$ cat src/rtl/kbd_scan_decoder_if.sv
// Purpose: bundles the FIFO-side byte handshake and the display-side key outputs of kbd_scan_decoder.
// Latency: wires only, no storage.
// Backpressure: the decoder pops a byte by pulsing nextdata_n low; the FIFO head is held while ready=1.
interface kbd_scan_decoder_if;
    // FIFO head byte and non-empty flag
    logic [7:0] ps2_data;
    logic       ready;
    // active-low one-cycle pop strobe back to the FIFO
    logic       nextdata_n;
    // held-key outputs toward the seven-segment stage
    logic [7:0] data;
    logic [7:0] de_code;
    logic [7:0] counter;
    logic       key_valid;

    // FIFO / stimulus side
    modport master (
        output ps2_data,
        output ready,
        input  nextdata_n,
        input  data,
        input  de_code,
        input  counter,
        input  key_valid
    );

    // decoder side
    modport slave (
        input  ps2_data,
        input  ready,
        output nextdata_n,
        output data,
        output de_code,
        output counter,
        output key_valid
    );
endinterface

$ cat src/rtl/kbd_scan_decoder.sv
// Purpose: turns PS/2 set-2 scan bytes into held-key code, ASCII and press count (BCD count when KBD_BCD_COUNT_EN is defined).
// Latency: byte captured at edge E, outputs updated at edge E+1; one byte per two cycles.
// Backpressure: pops only when ready=1 and the FSM is idle; the FIFO simply waits otherwise.
module kbd_scan_decoder #(
    parameter int IGNORE_REPEAT = 1,
    parameter int ASCII_UPPER   = 0
) (
    input  logic               clk,
    input  logic               clrn,
    kbd_scan_decoder_if.slave  kbd
);

    localparam logic [7:0] CODE_EXT = 8'hE0;
    localparam logic [7:0] CODE_BRK = 8'hF0;

    typedef enum logic {
        IDLE = 1'b0,
        PROC = 1'b1
    } state_t;

    state_t     state;
    logic       nextdata_n_r;
    logic [7:0] byte_r;
    logic       brk_flag;
    logic       ext_flag;
    logic [7:0] data_r;
    logic [7:0] de_code_r;
    logic [7:0] counter_r;
    logic       key_valid_r;

    logic [7:0] ascii_lc;
    logic [7:0] ascii;
    logic       key_is_new;
    logic       count_en;
    logic [7:0] counter_inc;

    // Next counter value: two packed decimal digits or plain binary, both wrapping.
    function automatic logic [7:0] count_next(input logic [7:0] c);
`ifdef KBD_BCD_COUNT_EN
        if (c[3:0] >= 4'd9) begin
            if (c[7:4] >= 4'd9) begin
                return 8'h00;
            end
            return {c[7:4] + 4'd1, 4'd0};
        end
        return {c[7:4], c[3:0] + 4'd1};
`else
        return c + 8'd1;
`endif
    endfunction

    // Set-2 code to ASCII, letters in lowercase form; anything unknown maps to 0x00.
    always_comb begin
        ascii_lc = 8'h00;
        case (byte_r)
            8'h1C: ascii_lc = 8'h61; // a
            8'h32: ascii_lc = 8'h62; // b
            8'h21: ascii_lc = 8'h63; // c
            8'h23: ascii_lc = 8'h64; // d
            8'h24: ascii_lc = 8'h65; // e
            8'h2B: ascii_lc = 8'h66; // f
            8'h34: ascii_lc = 8'h67; // g
            8'h33: ascii_lc = 8'h68; // h
            8'h43: ascii_lc = 8'h69; // i
            8'h3B: ascii_lc = 8'h6A; // j
            8'h42: ascii_lc = 8'h6B; // k
            8'h4B: ascii_lc = 8'h6C; // l
            8'h3A: ascii_lc = 8'h6D; // m
            8'h31: ascii_lc = 8'h6E; // n
            8'h44: ascii_lc = 8'h6F; // o
            8'h4D: ascii_lc = 8'h70; // p
            8'h15: ascii_lc = 8'h71; // q
            8'h2D: ascii_lc = 8'h72; // r
            8'h1B: ascii_lc = 8'h73; // s
            8'h2C: ascii_lc = 8'h74; // t
            8'h3C: ascii_lc = 8'h75; // u
            8'h2A: ascii_lc = 8'h76; // v
            8'h1D: ascii_lc = 8'h77; // w
            8'h22: ascii_lc = 8'h78; // x
            8'h35: ascii_lc = 8'h79; // y
            8'h1A: ascii_lc = 8'h7A; // z
            8'h45: ascii_lc = 8'h30; // 0
            8'h16: ascii_lc = 8'h31; // 1
            8'h1E: ascii_lc = 8'h32; // 2
            8'h26: ascii_lc = 8'h33; // 3
            8'h25: ascii_lc = 8'h34; // 4
            8'h2E: ascii_lc = 8'h35; // 5
            8'h36: ascii_lc = 8'h36; // 6
            8'h3D: ascii_lc = 8'h37; // 7
            8'h3E: ascii_lc = 8'h38; // 8
            8'h46: ascii_lc = 8'h39; // 9
            8'h29: ascii_lc = 8'h20; // space
            8'h5A: ascii_lc = 8'h0D; // enter -> CR
            default: ascii_lc = 8'h00;
        endcase
    end

    // Fold letters to uppercase when configured; digits and controls pass through.
    always_comb begin
        ascii = ascii_lc;
        if ((ASCII_UPPER != 0) && (ascii_lc >= 8'h61) && (ascii_lc <= 8'h7A)) begin
            ascii = ascii_lc - 8'h20;
        end
    end

    // A make is a new press unless it repeats the code already held (typematic).
    always_comb begin
        key_is_new  = !key_valid_r || (byte_r != data_r);
        count_en    = key_is_new || (IGNORE_REPEAT == 0);
        counter_inc = count_next(counter_r);
    end

    // Two-state pop/process FSM with the prefix flags and all registered outputs.
    always_ff @(posedge clk) begin
        if (!clrn) begin
            state        <= IDLE;
            nextdata_n_r <= 1'b1;
            byte_r       <= 8'h00;
            brk_flag     <= 1'b0;
            ext_flag     <= 1'b0;
            data_r       <= 8'h00;
            de_code_r    <= 8'h00;
            counter_r    <= 8'h00;
            key_valid_r  <= 1'b0;
        end else begin
            case (state)
                IDLE: begin
                    nextdata_n_r <= 1'b1;
                    if (kbd.ready) begin
                        byte_r       <= kbd.ps2_data;
                        nextdata_n_r <= 1'b0;
                        state        <= PROC;
                    end
                end
                PROC: begin
                    // the pop strobe is exactly one cycle; ready is not looked at here
                    nextdata_n_r <= 1'b1;
                    state        <= IDLE;
                    if (byte_r == CODE_EXT) begin
                        ext_flag <= 1'b1;
                    end else if (byte_r == CODE_BRK) begin
                        brk_flag <= 1'b1;
                    end else if (brk_flag) begin
                        // release only clears the display if it names the held key
                        if ((byte_r == data_r) && key_valid_r) begin
                            data_r      <= 8'h00;
                            de_code_r   <= 8'h00;
                            key_valid_r <= 1'b0;
                        end
                        brk_flag <= 1'b0;
                        ext_flag <= 1'b0;
                    end else begin
                        // make: latest key replaces whatever was held
                        data_r      <= byte_r;
                        key_valid_r <= 1'b1;
                        de_code_r   <= ext_flag ? 8'h00 : ascii;
                        if (count_en) begin
                            counter_r <= counter_inc;
                        end
                        ext_flag <= 1'b0;
                    end
                end
                default: begin
                    nextdata_n_r <= 1'b1;
                    state        <= IDLE;
                end
            endcase
        end
    end

    assign kbd.nextdata_n = nextdata_n_r;
    assign kbd.data       = data_r;
    assign kbd.de_code    = de_code_r;
    assign kbd.counter    = counter_r;
    assign kbd.key_valid  = key_valid_r;

endmodule

$ cat src/flat_wrapper.sv
// flat-port wrapper written by rule: the top's interface ports become plain ports
module kbd_scan_decoder_flat 
#(
    parameter int IGNORE_REPEAT = 1,
    parameter int ASCII_UPPER   = 0
)
  (clk, clrn, kbd_ps2_data, kbd_ready, kbd_nextdata_n, kbd_data, kbd_de_code, kbd_counter, kbd_key_valid);
  kbd_scan_decoder_if kbd_i ();
  input  logic clk;
  input  logic clrn;
  input wire logic [$bits(kbd_i.ps2_data)-1:0] kbd_ps2_data;
  input wire logic [$bits(kbd_i.ready)-1:0] kbd_ready;
  output wire logic [$bits(kbd_i.nextdata_n)-1:0] kbd_nextdata_n;
  output wire logic [$bits(kbd_i.data)-1:0] kbd_data;
  output wire logic [$bits(kbd_i.de_code)-1:0] kbd_de_code;
  output wire logic [$bits(kbd_i.counter)-1:0] kbd_counter;
  output wire logic [$bits(kbd_i.key_valid)-1:0] kbd_key_valid;
  assign kbd_i.ps2_data = kbd_ps2_data;
  assign kbd_i.ready = kbd_ready;
  assign kbd_nextdata_n = kbd_i.nextdata_n;
  assign kbd_data = kbd_i.data;
  assign kbd_de_code = kbd_i.de_code;
  assign kbd_counter = kbd_i.counter;
  assign kbd_key_valid = kbd_i.key_valid;
  kbd_scan_decoder #(.IGNORE_REPEAT(IGNORE_REPEAT), .ASCII_UPPER(ASCII_UPPER)) u_core (.clk(clk), .clrn(clrn), .kbd(kbd_i));
endmodule
$ cat config.mk
export PLATFORM = sky130hd
export DESIGN_NAME = kbd_scan_decoder_flat
export DESIGN_NICKNAME = d
export VERILOG_FILES = /design/src/rtl/kbd_scan_decoder_if.sv /design/src/rtl/kbd_scan_decoder.sv /design/src/flat_wrapper.sv
export SDC_FILE = /design/constraint.sdc
export NUM_CORES = 1
export LEC_CHECK = 0
export CAP_MARGIN = 20
export CORE_UTILIZATION = 49
export DETAILED_ROUTE_END_ITERATION = 16
export HOLD_SLACK_MARGIN = 0.02
export PLACE_DENSITY_LB_ADDON = 0.3
export SLEW_MARGIN = 25
export SYNTH_ARGS = -nofsm -noshare
export SYNTH_HDL_FRONTEND = slang
export SYNTH_SLANG_ARGS = --single-unit
export TNS_END_PERCENT = 10
$ cat constraint.sdc
create_clock -name clk -period 2.6 [get_ports clk]
set_clock_uncertainty 0.2 [all_clocks]
set_input_delay 0.65 -clock clk [delete_from_list [all_inputs] [get_ports clk]]
set_output_delay 0.65 -clock clk [all_outputs]
set_load 0.01 [all_outputs]
==> metrics.md <==
| Metric | Value |
|---|---|
| Run status | completed |
| Synth cell count leaders | 43 x dfxtp_1, 27 x nand2_1, 18 x nor2_1 |
| Final setup violation count | 0 |
| First-pass GRT wire length | 11.0 mm |
| GPL Wtd Cong | 0.964 |
| Area contributors post-synth | dfxtp_1 35%, a22o_1 5.3%, nand2_1 4.1% |
| Critical path launch point type | primary input |
| Synth Cell Area | 0.00249 sq mm |
| CP Data Arrival Time | 2520 ps |
| Fillers | 381 |
| Post-synth EDFFs | 0 |
| H-tree lvl count | 2 |
| Hold slack | 248 ps |
| GRT Total Usage | 0.277 |
| Final Util | 0.717 |
| Min-Delay Path Depth | 1 |
| Post-synth net total | 291 |
| Clock power share | 0.296 |
| Post-Syn Area per Cell | 9.11 sq um |
| Diode count | 0 |
| Final WS setup | 48.6 ps |
| Post-synth top flop | dfxtp_1 |
| Clk sinks | 43 |
| Ys Warns | 0 |
| DR vias/cell | 5.72 |
| Multi-input gate area | 0.00157 sq mm |
| Syn-to-layout area delta | 38.9% |
| Final net count | 374 |
| Post-synth top area cell | dfxtp_1 |
| Remaining global-route overflow | 0 |
| CTS tree | done |
| Total power | 1.54 mW |
| Die area | 0.00537 sq mm |
| WP data required | 2570 ps |
| Sequential-to-total area share from yosys stat | 0.346 |
| Period utilisation layout | 0.981 |
| Max cap viols | 0 |
| Number of routed nets with antenna violations | 0 |
| Switching power | 0.489 mW |
| Initial core utilization | 0.516 |
| Class of the worst hold path | register to register |
| CP Class | primary input to register |
| Post-route cell area | 0.00346 sq mm |
| Hold Buf Count CTS | 0 |
| DRC Markers | 0 |
| Reg2reg path depth | 9 |
| Largest net degree at the start of global routing | 16 |
| Critical Path End Type | register |
| Comb pwr share | 0.244 |
| Vias in the first global route | 2182 |
| Power Dens Cells | 447 mW/mm^2 |
| Ports | 37 |
| Root Driver | clkbuf_8 |
| Distinct cells, synth | 61 |
| Register area | 861 sq um |
| Placed inst area | 0.00322 sq mm |
| Fin. Hold Viols | 0 |
| Max frequency | 392 MHz |
| Switching part of the total | 0.317 |
| DRT iter0 DRCs | 111 |
| Share of cells above drive strength 1 | 0.289 |
| Power share of the sequential group | 0.460 |
| Worst Path Max Fanout | 5 |
| Row count | 25 |
| WL final | 7.04 mm |
| R2R setup slack | 270 ps |
| Synthesis-stage register bit count | 43 |
| Deepest clock path buffer count | 2 |
| Initial antenna violation count | 0 |
| Ys async rst share | 0 |
| Dpl hpwl | 5.11 mm |
| DR WL/cell | 16.6 um |
| Place WS | -580 ps |
| Clk_lat worst skew | 310 ps |
| Post-layout min period | 2550 ps |
| Worst-path clk slew | 90 ps |
| Cell leakage power | 1.43 nW |
| Via count | 2424 |
| Most common cell in the netlist | dfxtp_1 |
| Core ar. | 0.00482 sq mm |
| RSZ-0062 raised after global routing | true |
| Synth top area share | 0.346 |
| Fin. max-slew vios | 0 |
| Die width | 73.3 um |
| Internal cell power | 1.05 mW |
| Drt first pass iters | 4 |
| Synth Instances | 273 |
| Total CTS buffers | 5 |
| Worst ir drop on vdd | 0.215 mV |
| IO buf count | 35 |
| Die height | 73.3 um |
==> kinds of logic after synthesis <==
family,share of synthesized area
multiplexers,0.0161
AO/OA/AOI/OAI,0.279
buffers and inverters,0.0583
adder cells (fa/ha/maj),0.0352
flip-flops,0.346
AND/OR/NAND/NOR,0.207
other,0.00151
XOR/XNOR,0.0563
==> per-stage QoR <==
step / std cells / TNS (ps)
2_1_floorplan: 273 / 0
3_3_place_gp: 410 / -2770
3_5_place_dp: 410 / -4060
4_1_cts: 419 / 0
5_1_grt: 424 / -31.2
6_report: 424 / 0
==> final timing paths <==
path	startpoint	endpoint
min reg2reg	register	u_core.kbd.de_code[6]
max	kbd_ps2_data[0]	register
min	register	u_core.kbd.de_code[6]
max reg2reg	u_core.state	register
==> layout make-up <==
cell class,count,share of cell area
Tap cell,67,0.0243
Timing Repair Buffer,92,0.231
Sequential cell,43,0.249
Clock buffer,5,0.0199
Multi-Input combinational cell,201,0.453
Inverter,13,0.0156
Clock inverter,3,0.00688
==> worst max-delay path, stage by stage <==
cell	delay [ps]
clkdlybuf4s50_1	430
and4b_1	250
a31oi_4	220
inv_1	150
ha_4	210
buf_4	130
a21oi_1	140
nand2_1	70
nand3_1	130
o221ai_1	150
==> metal layers <==
layer | global-route usage | up-vias | share of wire
met2 | 0.462 | 98 | 0.49
met5 | 0 | - | 0
li1 | - | 1167 | -
met4 | 0.126 | 0 | 0.037
met3 | 0.0480 | 20 | 0.052
met1 | 0.347 | 1139 | 0.42
==> cell usage in the layout (no fill, tap or decap), types with 5 or more instances in the layout <==
cell type / n
clkdlybuf4s50_1: 32
dfxtp_1: 43
nand4_1: 6
clkbuf_8: 5
xnor2_1: 5
inv_1: 7
xor2_1: 11
a31oi_4: 5
a22o_1: 15
nor2_1: 17
a21oi_1: 15
nor3_1: 6
and4b_1: 6
o21ai_0: 9
buf_4: 54
nand3_1: 6
nand2_1: 26
==> power groups by stage <==
stage	sequential (mW)	clock, mW	combinational (mW)
3_5_place_dp	0.725	0	0.342
5_1_grt	0.714	0.500	0.405
3_3_place_gp	0.724	0	0.342
4_1_cts	0.710	0.464	0.349
6_report	0.710	0.456	0.376
2_1_floorplan	0.722	0	0.200
==> what timing repair did <==
| item | CTS | global route |
|---|---|---|
| gates resized for setup | 8 | 17 |
| buffers inserted | 1 | 5 |
| pin swaps | 0 | 8 |
| endpoints found under the hold margin | 0 | 0 |
| setup endpoints to repair | 7 | 7 |
Power figures use the tool's default switching activity.
